### config.mk
export PLATFORM = sky130hd
export DESIGN_NAME = auction_seq
export DESIGN_NICKNAME = d
export VERILOG_FILES = /design/src/rtl/auction_seq.sv
export SDC_FILE = /design/constraint.sdc
export NUM_CORES = 1
export LEC_CHECK = 0
export ABC_AREA = 1
export CORE_MARGIN = 4
export CORE_UTILIZATION = 30
export DETAILED_ROUTE_END_ITERATION = 16
export GPL_TIMING_DRIVEN = 0
export SLEW_MARGIN = 40
export SYNTH_ARGS = -nofsm -noshare
export SYNTH_HDL_FRONTEND = slang
export SYNTH_SLANG_ARGS = --single-unit
### constraint.sdc
create_clock -name clk -period 2.55 [get_ports clk]
set_clock_uncertainty 0.05 [all_clocks]
set_input_delay 0.51 -clock clk [delete_from_list [all_inputs] [get_ports clk]]
set_output_delay 0.51 -clock clk [all_outputs]
set_load 0.01 [all_outputs]
### src/rtl/auction_seq.sv
// Sequential sealed-bid collector: accepts one bid per bidder, then scans the
// bid table serially and hands out the highest bid (lowest index on ties).
module auction_seq #(
  parameter int unsigned N = 2,
  parameter int unsigned W = 2
) (
  input  logic                 clk,
  input  logic                 rst,
  input  logic                 bid_valid,
  output logic                 bid_ready,
  input  logic [N-1:0]         bid_id,
  input  logic [W-1:0]         bid_value,
  input  logic                 close,
  output logic                 result_valid,
  input  logic                 result_ready,
  output logic [N-1:0]         winner,
  output logic [W-1:0]         winning_bid,
  output logic                 no_bids,
  output logic                 dup_err,
  output logic [(2**N)*W-1:0]  bid
);

  localparam int unsigned NB = 2 ** N;

  typedef enum logic [1:0] {StOpen, StScan, StResult} state_e;

  state_e         state_q, state_d;
  logic [W-1:0]   table_q [NB];
  logic [W-1:0]   table_d [NB];
  logic [NB-1:0]  has_bid_q, has_bid_d;
  logic           dup_q, dup_d;
  logic [N-1:0]   idx_q, idx_d;
  logic [N-1:0]   best_id_q, best_id_d;
  logic [W-1:0]   best_val_q, best_val_d;
  logic           scan_last;

  // Scan index is exactly N bits; the all-ones value marks the final entry.
  assign scan_last = &idx_q;

  always_comb begin
    state_d    = state_q;
    table_d    = table_q;
    has_bid_d  = has_bid_q;
    dup_d      = dup_q;
    idx_d      = idx_q;
    best_id_d  = best_id_q;
    best_val_d = best_val_q;
    unique case (state_q)
      StOpen: begin
        if (bid_valid) begin
          if (has_bid_q[bid_id]) begin
            dup_d = 1'b1;
          end else begin
            table_d[bid_id]   = bid_value;
            has_bid_d[bid_id] = 1'b1;
          end
        end
        if (close) begin
          state_d = StScan;
          idx_d   = '0;
        end
      end
      StScan: begin
        // Strict compare keeps the earliest (lowest-index) maximum.
        if ((idx_q == '0) || (table_q[idx_q] > best_val_q)) begin
          best_id_d  = idx_q;
          best_val_d = table_q[idx_q];
        end
        if (scan_last) begin
          state_d = StResult;
          idx_d   = '0;
        end else begin
          idx_d = idx_q + 1'b1;
        end
      end
      StResult: begin
        if (result_ready) begin
          state_d   = StOpen;
          table_d   = '{default: '0};
          has_bid_d = '0;
          dup_d     = 1'b0;
        end
      end
      default: state_d = StOpen;
    endcase
  end

  always_ff @(posedge clk or posedge rst) begin
    if (rst) begin
      state_q    <= StOpen;
      table_q    <= '{default: '0};
      has_bid_q  <= '0;
      dup_q      <= 1'b0;
      idx_q      <= '0;
      best_id_q  <= '0;
      best_val_q <= '0;
    end else begin
      state_q    <= state_d;
      table_q    <= table_d;
      has_bid_q  <= has_bid_d;
      dup_q      <= dup_d;
      idx_q      <= idx_d;
      best_id_q  <= best_id_d;
      best_val_q <= best_val_d;
    end
  end

  always_comb begin
    bid_ready    = (state_q == StOpen);
    result_valid = (state_q == StResult);
    no_bids      = result_valid & ~(|has_bid_q);
    winner       = '0;
    winning_bid  = '0;
    if (result_valid && !no_bids) begin
      winner      = best_id_q;
      winning_bid = best_val_q;
    end
    dup_err = dup_q;
  end

  always_comb begin
    bid = '0;
    for (int i = 0; i < NB; i++) begin
      bid[i*W +: W] = table_q[i];
    end
  end

endmodule

## Word level (Yosys, flattened, before mapping)

Cells that the tools add are included.

- Shift-type cells: 0
- Bitwise gates (word level): 5
- $add $sub $neg: 1
- $mul: 0
- Equality and inequality tests: 8
- Divide/modulo/power cells: 0
- Multiplexer cells: 31
- Reduce and logical (&&, ||, !) cells: 16
- $lt $le $gt $ge: 6

Operators with widths:

| operator | count |
|---|---|
| 8-bit two-way mux | 3 |
| 2-bit two-way mux | 10 |
| 8-bit one-hot mux with 2 select lines | 1 |
| 4-bit two-way mux | 3 |
| 8-bit bitwise mux | 1 |
| 4-bit one-hot mux with 2 select lines | 1 |
| 4-bit AND reduction | 2 |
| 3-bit >= comparator (second input constant) | 2 |
| 2-bit by 1-bit inequality test with 1-bit output (second input constant) | 3 |
| 2-bit inequality test (second input constant) | 3 |
| 2-bit NOT with 3-bit output | 2 |
| 2-bit one-hot mux with 3 select lines | 1 |
| 2-bit AND reduction | 3 |
| 1-bit two-way mux | 5 |
| 2-bit binary-select mux with 2-bit select | 1 |
| 2-bit demux with 2-bit select | 1 |
| 2-bit logical NOT | 2 |
| 4-bit bitwise OR | 1 |
| 2-bit one-hot mux with 2 select lines | 1 |
| 2-bit nonzero test | 2 |
| 4-bit OR reduction | 1 |
| 1-bit logical AND | 3 |
| 2-bit by 3-bit < comparator with 1-bit output (second input constant) | 1 |
| 3-bit by 1-bit < comparator with 1-bit output (second input constant) | 1 |
| other kinds (13) | 13 |

- Bits in latches: 0
- Input bits: 9
- RAM bits: 0
- Memories kept: 0
- Logic and storage cells: 77
- Output and inout bits: 16
- Memory bits (read-only): 0
- Register bits after elaboration: 21

## Logic depth before layout (Yosys ltp)

Gate-level depths: netlist (run 1).

- Word-level depth: 9
- Gate-level depth with buffers: 14
- Gate-level depth less buffers: 14

## Least setup slack after synthesis (run 1)

No wires, ideal clock.

- Path kind: register to register
- Start: register idx_q[0]
- End: register best_val_q[1]
- Stages on the path, launching flop included: 14
- Library setup time: 0.130 ns
- Clock period less this slack: 1.827 ns
- Buffers on the path: 0
- Slack: 0.723 ns
- Data arrival time: 1.647 ns
- Required time: 2.370 ns
- Cells stage by stage: dfrtp_1 inv_1 nor2_1 nor2_1 o21ai_0 and2_1 inv_1 ha_1 inv_1 nor2_1 o21ai_0 nand2_1 nand2_1 o21ai_0

- Cells in the longest elaborated chain, start to end: 7
- Elaborated cells on any way between the ends: 8
- Classes of those cells: 1 x order compare; 3 x mux; 1 x bitwise; 3 x reduce/logical

RTL lines:

| what | line | source |
|---|---|---|
| start: declaration | 32 | `logic [N-1:0] idx_q, idx_d;` |
| start signal: assignment | 102 | `idx_q <= idx_d;` |
| 2-bit NOT with 3-bit output (implied by the code) | 65, 67 |  |
| 2-bit binary-select mux with 2-bit select | 65, 67 |  |
| 2-bit two-way mux (implied by the code) (2 in series) | 65, 67 |  |
| 2-bit greater-than comparator | 65 | `if ((idx_q == '0) \|\| (table_q[idx_q] > best_val_q)) begin` |
| 1-bit logical OR | 65 |  |
| 2-bit AND reduction (no line) | -- |  |
| end signal: assignment | 104 | `best_val_q <= best_val_d;` |
| end: declaration | 34 | `logic [W-1:0] best_val_q, best_val_d;` |

Several ways; a longest one is shown, not always the timed one. The select of a mux whose other input is x is not followed.
A chain may end at the register's enable or synchronous reset.

## Worst setup path after layout (run 1)

- Start: register state_q[1]
- End: output port no_bids

- Cells in the longest elaborated chain, start to end: 2

RTL lines:

| what | line | source |
|---|---|---|
| start: declaration | 27 | `state_e state_q, state_d;` |
| start signal: assignment | 90 | `state_q <= StOpen;` |
| start signal: assignment | 98 | `state_q <= state_d;` |
| 2-bit equality test | 110 | `result_valid = (state_q == StResult);` |
| 1-bit AND | 111 | `no_bids = result_valid & ~(\|has_bid_q);` |
| end: declaration | 18 | `output logic no_bids,` |

No other way between the ends.

==> summary.txt, run 1 <==
Placement
  – Number of port buffers: 23
  – Final HPWL DP: between 2000 and 2500 um
  – Placer Congestion: 0.866
  – Placed cells: 240
  – Setup slack after placement: around 0.36 ns

Detailed routing
  – DRC viols: 0
  – Number of routed nets with antenna violations: 0
  – Vias per cell: about 4.5
  – Detailed Route Iter0 Violations: slightly above 50
  – Final wirelength: 2740 um
  – Vias: roughly 1100
  – DRT Pass-1 Iters: 4
  – Routed WL per cell: roughly 11 um

Yosys
  – FFs w/ async S/R, synth: 1.00
  – Mean Syn Cell Area: about 7.5 um^2
  – Post-synthesis cell type with the largest combined area: dfrtp_1
  – Synth area leaders: dfrtp_1 42%, nand2_1 15%, o21ai_0 6.8%, inv_1 6.0%, nor2_1 5.7%
  – Syn Nets: between 150 and 200
  – Count of different cell masters after synthesis: 22
  – Post-synth design cell area: around 1200 um^2
  – Register area share after synthesis: 0.422
  – Most used DFF post-synth: dfrtp_1
  – Synth top cells by count: 51 x nand2_1, 21 x dfrtp_1, 20 x inv_1
  – Most common cell in the netlist: nand2_1
  – Post-synth EDFFs: 0
  – Yosys warns: 0
  – Gate Count Post-Synth: between 150 and 200
  – Top-area cell type share of the netlist area: 0.422
  – Flops & latches, synth: 21

Worst setup path
  – Crit. End Element: primary output
  – CP required: between 1.5 and 2 ns
  – FF-to-FF path depth: 13
  – R2R setup slack: between 0.3 and 0.4 ns
  – Critical path type: flip-flop to primary output
  – Crit-path max FO: 9
  – Startpoint types: flip-flop
  – R2r endpoint: best_val_q[1]
  – Reg2reg start: idx_q[0]
  – CP arrival: roughly 1.9 ns

Finish
  – Final core occ: 0.396
  – Layout cell share with drive strength beyond 1: 0.0979
  – Final net count: about 210
  – P&R area growth vs syn: 27.2%
  – Final std cells w/o fill: 244
  – # fillers: around 440
  – Ant. Diodes: 0

Global route
  – Largest net degree at the start of global routing: 22
  – First-pass GRT wire length: 4660 um
  – GRT overflow: 0
  – Vias in the first global route: around 1000
  – Initial antenna violation count: 0
  – GRT Overall Usage: 0.111

STA
  – Fin crit share: 0.947
  – Final setup viols: 0
  – Fin. Hold Viols: 0
  – Fin worst setup slack: 0.136 ns
  – Fin Setup TNS: 0 ns
  – Min Tclk post-route: approximately 2.4 ns
  – Final Slew Violations: 0
  – Achievable Freq: just over 400 MHz
  – RSZ-0062 raised after global routing: no
  – Slew margin rel.: 0.698
  – Tightest Pin Transition: between 0.4 and 0.5 ns

Power
  – Total power: 1.80 mW
  – Worst vdd ir: ~0.42 mV
  – LEAKAGE: 0.776 nW
  – Power Dens Cells: between 1000 and 1500 nW/um^2

CTS
  – Setup bufs post-CTS: 0
  – CTS tree: yes
  – Hold Buf Count CTS: 0
  – # clock sinks: 21
  – Worst skew pair latency: roughly 0.26 ns
  – CTS buffer count: 3
  – Post-CTS sizing: 0
  – Root Buffer: clkbuf_8
  – CTS clk-pin slew, worst paths: ~0.080 ns
  – H-tree level count: 1
  – Max clock buf depth: 2

Floorplan
  – Die Y: around 72 um
  – Die footprint: roughly 5200 um^2
  – Die Width: roughly 72 um
  – Std-Cell Rows: 23
  – IO Pins: 25
  – Core area: ~4000 um^2
  – Initial Utilization: 0.312

Min path
  – Hold/Removal Path Class: flip-flop to flip-flop
  – Hold endpoint: dup_err
  – Hold depth: 2
  – HP Start: dup_err

Flow run
  – Number of max-cap violations: 0

Outcome
  – Status: finished, final reports clean
## worst max-delay path, cell delays in order, from the launching register on
cell and delay [ns]:
dfrtp_1 0.49, inv_2 0.07, nor2_4 0.18, inv_1 0.17
nor2_1 0.14, clkdlybuf4s50_1 0.54
## registers in the layout, summed over array words and instances (netlist names)
| signal | count |
|---|---|
| dup_err | 1 |
| state_q | 2 |
| best_id_q | 2 |
| idx_q | 2 |
| has_bid_q | 4 |
| best_val_q | 2 |
| bid | 8 |
## final cells by class
type                            instances  area, um^2  share of cell area
Clock inverter                          1        5.00             0.00316
Inverter                               22        82.6              0.0521
Multi-Input combinational cell        121         604               0.381
Timing Repair Buffer                   23         230               0.145
Sequential cell                        21         526               0.331
Tap cell                               50        62.6              0.0395
Clock buffer                            3        41.3              0.0260
Buffer                                  3        33.8              0.0213
## power breakdown
part | switching (mW) | internal, mW | total (mW)
clock | 0.113 | 0.109 | 0.222
combinational | 0.517 | 0.411 | 0.928
sequential | 0.159 | 0.490 | 0.648
total | 0.790 | 1.01 | 1.80
## worst max-delay path by stage
stage | end | slack [ns] | startpoint | cells past startpoint
final | no_bids | 0.14 | state_q[1] | 5
after CTS | no_bids | 0.13 | state_q[1] | 5
after detailed placement | best_val_q[1] | 0.36 | idx_q[0] | 13
after global placement | no_bids | 0.43 | state_q[1] | 5
after global routing | winning_bid[1] | 0.002 | state_q[1] | 5
after floorplan | best_val_q[1] | 0.72 | idx_q[0] | 13
## logic make-up (layout without fill, tap and decap cells)
family | Yosys count | count (layout) | synth area share
and+or+nand+nor | 92 | 92 | 0.338
buffers and inverters | 25 | 52 | 0.0934
AOI/OAI and AO/OA | 25 | 25 | 0.106
adders and majority gates | 4 | 4 | 0.0402
DFF | 21 | 21 | 0.422
## cell usage in the layout, fill, tap and decap left out
| cell type | n |
|---|---|
| a21oi_1 | 1 |
| and2_1 | 1 |
| buf_4 | 1 |
| buf_6 | 1 |
| buf_8 | 1 |
| clkbuf_8 | 3 |
| clkdlybuf4s50_1 | 23 |
| clkinv_2 | 1 |
| dfrtp_1 | 21 |
| ha_1 | 4 |
| inv_1 | 19 |
| inv_2 | 3 |
| nand2_1 | 51 |
| nand2_2 | 3 |
| nand2_4 | 1 |
| nand3_1 | 4 |
| nand3_4 | 1 |
| nand4_1 | 9 |
| nor2_1 | 19 |
| nor2_2 | 1 |
| nor2_4 | 2 |
| o21ai_0 | 17 |
| o21ai_1 | 5 |
| o21ai_2 | 1 |
| o41ai_1 | 1 |
## metal layers
metal | global-route usage | vias up | part of all wire
met5 | 0 | - | 0
met4 | 0.0184 | 0 | 0.0058
met3 | 0.0249 | 2 | 0.045
met2 | 0.177 | 23 | 0.45
met1 | 0.157 | 494 | 0.50
li1 | - | 588 | -
## through the flow
stage,hold WS [ns],area (um^2)
3_5_place_dp,0.412,1540
5_1_grt,0.478,1590
4_1_cts,0.436,1590
6_report,0.427,1590
2_1_floorplan,0.403,1250
3_3_place_gp,0.417,1540
No activity file was read; power rests on OpenSTA's default activity.
==> run 2: changes to the inputs <==
--- a/config.mk
+++ b/config.mk
@@ -6,10 +6,13 @@
 export NUM_CORES = 1
 export LEC_CHECK = 0
 export ABC_AREA = 1
+export ABC_CLOCK_PERIOD_IN_PS = 2550
+export CAP_MARGIN = 20
 export CORE_MARGIN = 4
-export CORE_UTILIZATION = 30
+export CORE_UTILIZATION = 50
 export DETAILED_ROUTE_END_ITERATION = 16
 export GPL_TIMING_DRIVEN = 0
+export PLACE_DENSITY = 0.78
 export SLEW_MARGIN = 40
 export SYNTH_ARGS = -nofsm -noshare
 export SYNTH_HDL_FRONTEND = slang
==> summary.txt, run 2 (synthesis gave the netlist of run 1 again) <==
Detailed routing
  – Routed WL per cell: 11.9 um (was 11.2 um)
  – Detailed Route Iter0 Violations: 45 (was 51)
  – Vias per cell: 5.18 (was 4.54)
  – Vias: 1149 (was 1107)
  – Final wirelength: 2630 um (was 2740 um)
  – Number of routed nets with antenna violations: 0 (unchanged)
  – DRT Pass-1 Iters: 4 (unchanged)
  – DRC viols: 0 (unchanged)

Floorplan
  – Std-Cell Rows: 17 (was 23)
  – Die footprint: 3360 um^2 (was 5250 um^2)
  – Die Width: 57.9 um (was 72.5 um)
  – Die Y: 57.9 um (was 72.5 um)
  – IO Pins: 25 (unchanged)
  – Core area: 2300 um^2 (was 4000 um^2)
  – Initial Utilization: 0.542 (was 0.312)

Worst setup path
  – Startpoint types: flip-flop (unchanged)
  – CP arrival: 1.87 ns (was 1.85 ns)
  – Crit-path max FO: 9 (unchanged)
  – R2r endpoint: best_val_q[0] (was best_val_q[1])
  – FF-to-FF path depth: 13 (unchanged)
  – R2R setup slack: 0.41 ns (was 0.39 ns)
  – Critical path type: flip-flop to primary output (unchanged)
  – Crit. End Element: primary output (unchanged)
  – Reg2reg start: idx_q[0] (unchanged)
  – CP required: 1.99 ns (about the same)

Placement
  – Placer Congestion: 0.849 (was 0.866)
  – Placed Area: 1510 um^2 (was 1540 um^2)
  – Final HPWL DP: 2170 um (was 2140 um)
  – Number of port buffers: 23 (unchanged)

STA
  – Final Slew Violations: 0 (unchanged)
  – Slew margin rel.: 0.705 (was 0.698)
  – RSZ-0062 raised after global routing: no (unchanged)
  – Min Tclk post-route: 2.43 ns (was 2.41 ns)
  – Final setup viols: 0 (unchanged)
  – Fin crit share: 0.952 (was 0.947)
  – Fin Setup TNS: 0 ns (unchanged)
  – Fin. Hold Viols: 0 (unchanged)
  – Tightest Pin Transition: 0.442 ns (was 0.452 ns)
  – Achievable Freq: 412 MHz (was 414 MHz)

Min path
  – Hold/Removal Path Class: flip-flop to flip-flop (unchanged)
  – HP Start: dup_err (unchanged)
  – Hold depth: 2 (unchanged)
  – Hold endpoint: dup_err (unchanged)

Power
  – Power Dens Cells: 1140 nW/um^2 (was 1130 nW/um^2)
  – Worst vdd ir: 0.661 mV (was 0.417 mV)
  – LEAKAGE: 0.764 nW (was 0.776 nW)
  – Total power: 1.75 mW (was 1.80 mW)

Finish
  – Final Cell Area: 1540 um^2 (was 1590 um^2)
  – Most frequent cells in the layout: 51 x nand2_1, 23 x clkdlybuf4s50_1, 20 x dfrtp_1, 19 x inv_1, 19 x nor2_1 (was 51 x nand2_1, 23 x clkdlybuf4s50_1, 21 x dfrtp_1, 19 x inv_1, 19 x nor2_1)
  – Ant. Diodes: 0 (unchanged)
  – Final net count: 208 (unchanged)
  – Commonest non-fill, non-tap cell in the layout: nand2_1 (unchanged)
  – P&R area growth vs syn: 23.5% (was 27.2%)
  – # fillers: 200 (was 435)
  – Max FFs per register: 8 (unchanged)
  – Layout cell share with drive strength beyond 1: 0.0979 (unchanged)

CTS
  – Max clock buf depth: 2 (unchanged)
  – CTS tree: yes (unchanged)
  – Worst skew pair latency: 0.30 ns (was 0.26 ns)
  – CTS clk-pin slew, worst paths: 0.11 ns (was 0.08 ns)
  – Root Buffer: clkbuf_4 (was clkbuf_8)
  – CTS buffer count: 3 (unchanged)
  – H-tree level count: 1 (unchanged)
  – # clock sinks: 21 (unchanged)
  – Hold Buf Count CTS: 0 (unchanged)

Flow run
  – Number of max-cap violations: 0 (unchanged)

Global route
  – Initial antenna violation count: 0 (unchanged)
  – GRT Overall Usage: 0.180 (was 0.111)
  – First-pass GRT wire length: 4780 um (was 4660 um)
  – Vias in the first global route: 1121 (was 1032)
  – GRT overflow: 0 (unchanged)
  – Largest net degree at the start of global routing: 22 (unchanged)

Outcome
  – Status: finished, final reports clean (unchanged)
==> run 2: cell count changes in the layout (fill, tap and decap cells not counted) <==
| cell | previous run | this run |
|---|---|---|
| clkbuf_1 | 0 | 1 |
| clkinv_2 | 1 | 0 |
| clkbuf_8 | 3 | 0 |
| dfrtp_2 | 0 | 1 |
| clkbuf_4 | 0 | 3 |
| dfrtp_1 | 21 | 20 |
==> run 2: metal layers <==
metal / vias up / global-route usage / wire [um]
li1: 589 / - / -
met1: 531 / 0.202 / 1120
met2: 24 / 0.340 / 1380
met3: 5 / 0.0290 / 96
met4: 0 / 0.0596 / 37
met5: - / 0 / 0
==> run 2: what timing repair did <==
action | 4_1_cts | 5_1_grt
resized for setup | 0 | 1
setup buffers | 0 | 0
setup endpoints to repair | 0 | 2
==> run 2: how the worst max path moves through the flow <==
stage                           from            end  slack (ns)  cells after the start
after floorplan             idx_q[0]  best_val_q[1]        0.72                     13
after global placement      idx_q[0]  best_val_q[1]        0.45                     13
after detailed placement    idx_q[0]  best_val_q[0]        0.40                     13
after CTS                 state_q[1]        no_bids        0.11                      5
after global routing      state_q[0]        no_bids        0.01                      4
final                     state_q[0]        no_bids        0.12                      4
==> run 2: stage by stage <==
stage | hold slack, ns | setup slack (ns) | util | instances
6_report | 0.431 | 0.122 | 0.670 | 222
5_1_grt | 0.467 | 0.0107 | 0.670 | 222
4_1_cts | 0.438 | 0.111 | 0.669 | 222
3_5_place_dp | 0.412 | 0.403 | 0.658 | 218
3_3_place_gp | 0.409 | 0.448 | 0.658 | 218
2_1_floorplan | 0.403 | 0.723 | - | 167
==> run 2: final cells by class <==
type,count,area (um^2),area share
multi-input combinational,121,604,0.393
sequential,21,527,0.342
timing repair buffer,23,230,0.150
inverter,22,82.6,0.0537
tap,28,35.0,0.0228
buffer,3,33.8,0.0220
clock buffer,4,26.3,0.0171
==> run 2: power breakdown <==
group / switching, mW / leakage, nW / total, mW / internal (mW)
registers: 0.155 / 0.262 / 0.645 / 0.490
logic: 0.527 / 0.487 / 0.944 / 0.417
clock network: 0.100 / 0.0150 / 0.161 / 0.0610
==> run 2: worst max-delay path: stages (launching register included) <==
cell and delay (ns):
dfrtp_1 0.49, nor2_4 0.23, inv_1 0.17, nor2_1 0.13, clkdlybuf4s50_1 0.54
==> run 3: changes to the inputs <==
--- a/config.mk
+++ b/config.mk
@@ -11,8 +11,8 @@
 export CORE_MARGIN = 4
 export CORE_UTILIZATION = 50
 export DETAILED_ROUTE_END_ITERATION = 16
+export DONT_BUFFER_PORTS = 1
 export GPL_TIMING_DRIVEN = 0
-export PLACE_DENSITY = 0.78
 export SLEW_MARGIN = 40
 export SYNTH_ARGS = -nofsm -noshare
 export SYNTH_HDL_FRONTEND = slang
==> summary.txt, run 3 (synthesis gave the netlist of run 1 again) <==
CTS
  – CTS buffer count: 3 (unchanged)
  – CTS clk-pin slew, worst paths: 0.12 ns (was 0.11 ns)
  – H-tree level count: 1 (unchanged)
  – Setup bufs post-CTS: 0 (unchanged)
  – Max clock buf depth: 2 (unchanged)
  – Root Buffer: clkbuf_4 (unchanged)
  – Worst skew pair latency: 0.30 ns (about the same)
  – Post-CTS sizing: 0 (unchanged)
  – # clock sinks: 21 (unchanged)
  – CTS tree: yes (unchanged)
  – Hold Buf Count CTS: 0 (unchanged)

STA
  – Fin Setup TNS: 0 ns (unchanged)
  – Final Slew Violations: 0 (unchanged)
  – Tightest Pin Transition: 0.450 ns (was 0.442 ns)
  – Fin worst setup slack: 0.390 ns (was 0.122 ns)
  – Min Tclk post-route: 2.16 ns (was 2.43 ns)
  – Min Hold Slack: 0.0298 ns (was 0.431 ns)
  – RSZ-0062 raised after global routing: no (unchanged)
  – Achievable Freq: 463 MHz (was 412 MHz)
  – Slew margin rel.: 0.700 (was 0.705)
  – Final setup viols: 0 (unchanged)
  – Fin. Hold Viols: 0 (unchanged)
  – Fin crit share: 0.847 (was 0.952)

Floorplan
  – IO Pins: 25 (unchanged)
  – Die footprint: 3360 um^2 (unchanged)
  – Die Width: 57.9 um (unchanged)
  – Core area: 2300 um^2 (unchanged)
  – Std-Cell Rows: 17 (unchanged)
  – Die Y: 57.9 um (unchanged)
  – Initial Utilization: 0.542 (unchanged)

Worst setup path
  – Critical-path cell list: inv_1 -> nor2_1 -> nor2_1 -> o21ai_0 -> and2_1 -> inv_1 -> ha_1 -> inv_1 -> nor2_1 -> o21ai_0 -> nand2_1 -> nand2_1 -> o21ai_0 (was nor2_4 -> inv_1 -> nor2_1 -> clkdlybuf4s50_1)
  – Crit path buf inv count: 3 (was 2)
  – Worst path max stage delay: 0.51 ns (was 0.54 ns)
  – Crit-path max FO: 9 (unchanged)
  – Delay-heaviest family, CP: simple AND/OR/NAND/NOR gates (was buffers and inverters)
  – Crit. End Element: flip-flop (was primary output)
  – Highest-delay cell along the critical path: dfrtp_1 (was clkdlybuf4s50_1)
  – Critical path type: flip-flop to flip-flop (was flip-flop to primary output)
  – CP required: 2.69 ns (was 1.99 ns)
  – CP arrival: 2.30 ns (was 1.87 ns)
  – Startpoint types: flip-flop (unchanged)

Detailed routing
  – Vias per cell: 5.24 (was 5.18)
  – Vias: 1042 (was 1149)
  – DRC viols: 0 (unchanged)
  – Detailed Route Iter0 Violations: 29 (was 45)
  – Routed WL per cell: 13.2 um (was 11.9 um)
  – Number of routed nets with antenna violations: 0 (unchanged)
  – Final wirelength: 2630 um (unchanged)
  – DRT Pass-1 Iters: 4 (unchanged)

Power
  – Gate power share: 0.464 (was 0.539)
  – Sw frac: 0.481 (was 0.447)
  – Total power: 1.59 mW (was 1.75 mW)
  – Sequential power share: 0.433 (was 0.369)
  – LEAKAGE: 0.681 nW (was 0.764 nW)
  – Switching power total: 764 uW (was 783 uW)
  – Worst vdd ir: 0.545 mV (was 0.661 mV)
  – Internal power: 826 uW (was 967 uW)
  – Power Dens Cells: 1220 nW/um^2 (was 1140 nW/um^2)
  – Clock power share: 0.103 (was 0.092)

Global route
  – Largest net degree at the start of global routing: 22 (unchanged)
  – Initial antenna violation count: 0 (unchanged)
  – GRT overflow: 0 (unchanged)
  – Vias in the first global route: 988 (was 1121)
  – GRT Overall Usage: 0.166 (was 0.180)
  – First-pass GRT wire length: 4360 um (was 4780 um)

Flow run
  – Number of max-cap violations: 0 (unchanged)

Finish
  – P&R area growth vs syn: 4.92% (was 23.5%)
  – Max FFs per register: 8 (unchanged)
  – Final net count: 185 (was 208)
  – Final core occ: 0.569 (was 0.670)
  – Ant. Diodes: 0 (unchanged)
  – Commonest non-fill, non-tap cell in the layout: nand2_1 (unchanged)
  – Most frequent cells in the layout: 51 x nand2_1, 21 x dfrtp_1, 19 x inv_1, 19 x nor2_1, 17 x o21ai_0 (was 51 x nand2_1, 23 x clkdlybuf4s50_1, 20 x dfrtp_1, 19 x inv_1, 19 x nor2_1)
  – Layout cell share with drive strength beyond 1: 0.105 (was 0.0979)

Placement
  – Final HPWL DP: 2020 um (was 2170 um)
  – Setup slack after placement: 0.397 ns (was 0.403 ns)
  – Number of port buffers: 0 (was 23)
  – Placer Congestion: 0.803 (was 0.849)

Min path
  – Hold/Removal Path Class: primary input to async pin (was flip-flop to flip-flop)

Outcome
  – Status: finished, final reports clean (unchanged)
==> run 3: area by class of cell <==
type                            count  area (um^2)
Clock buffer                        4         26.3
Inverter                           22         82.6
Sequential cell                    21          526
Multi-Input combinational cell    121          604
Fill cell                         227          990
Buffer                              3         33.8
Tap cell                           28         35.0
==> run 3: power groups by stage <==
stage / sequential [mW] / combinational (mW) / clock, mW
CTS: 0.689 / 0.749 / 0.167
global placement: 0.690 / 0.716 / 0
detailed placement: 0.696 / 0.745 / 0
finish: 0.688 / 0.739 / 0.163
floorplan: 0.645 / 0.616 / 0
global route: 0.711 / 0.862 / 0.182
==> run 3: metal layers <==
| layer | vias up | share of wire | GRT usage |
|---|---|---|---|
| met2 | 18 | 0.48 | 0.290 |
| li1 | 542 | - | - |
| met5 | - | 0 | 0 |
| met3 | 2 | 0.041 | 0.0312 |
| met1 | 480 | 0.47 | 0.211 |
| met4 | 0 | 0.0053 | 0.0397 |
==> run 3: path summary, 6_finish.rpt <==
path,from,end,slack (ns),cells past startpoint
setup / recovery,idx_q[0],best_val_q[1],0.39,13
setup reg to reg,idx_q[0],best_val_q[1],0.39,13
min in group clk,close,state_q[0],0.27,2
hold / removal,rst,best_id_q[0],0.03,1
hold reg to reg,best_val_q[1],best_val_q[1],0.45,2
max in group asynchronous,rst,bid[5],2.11,1
==> run 3: through the flow <==
stage,instance area [um^2],std cells
floorplan,1250,167
global placement,1280,195
detailed placement,1280,195
CTS,1310,199
global route,1310,199
finish,1310,199
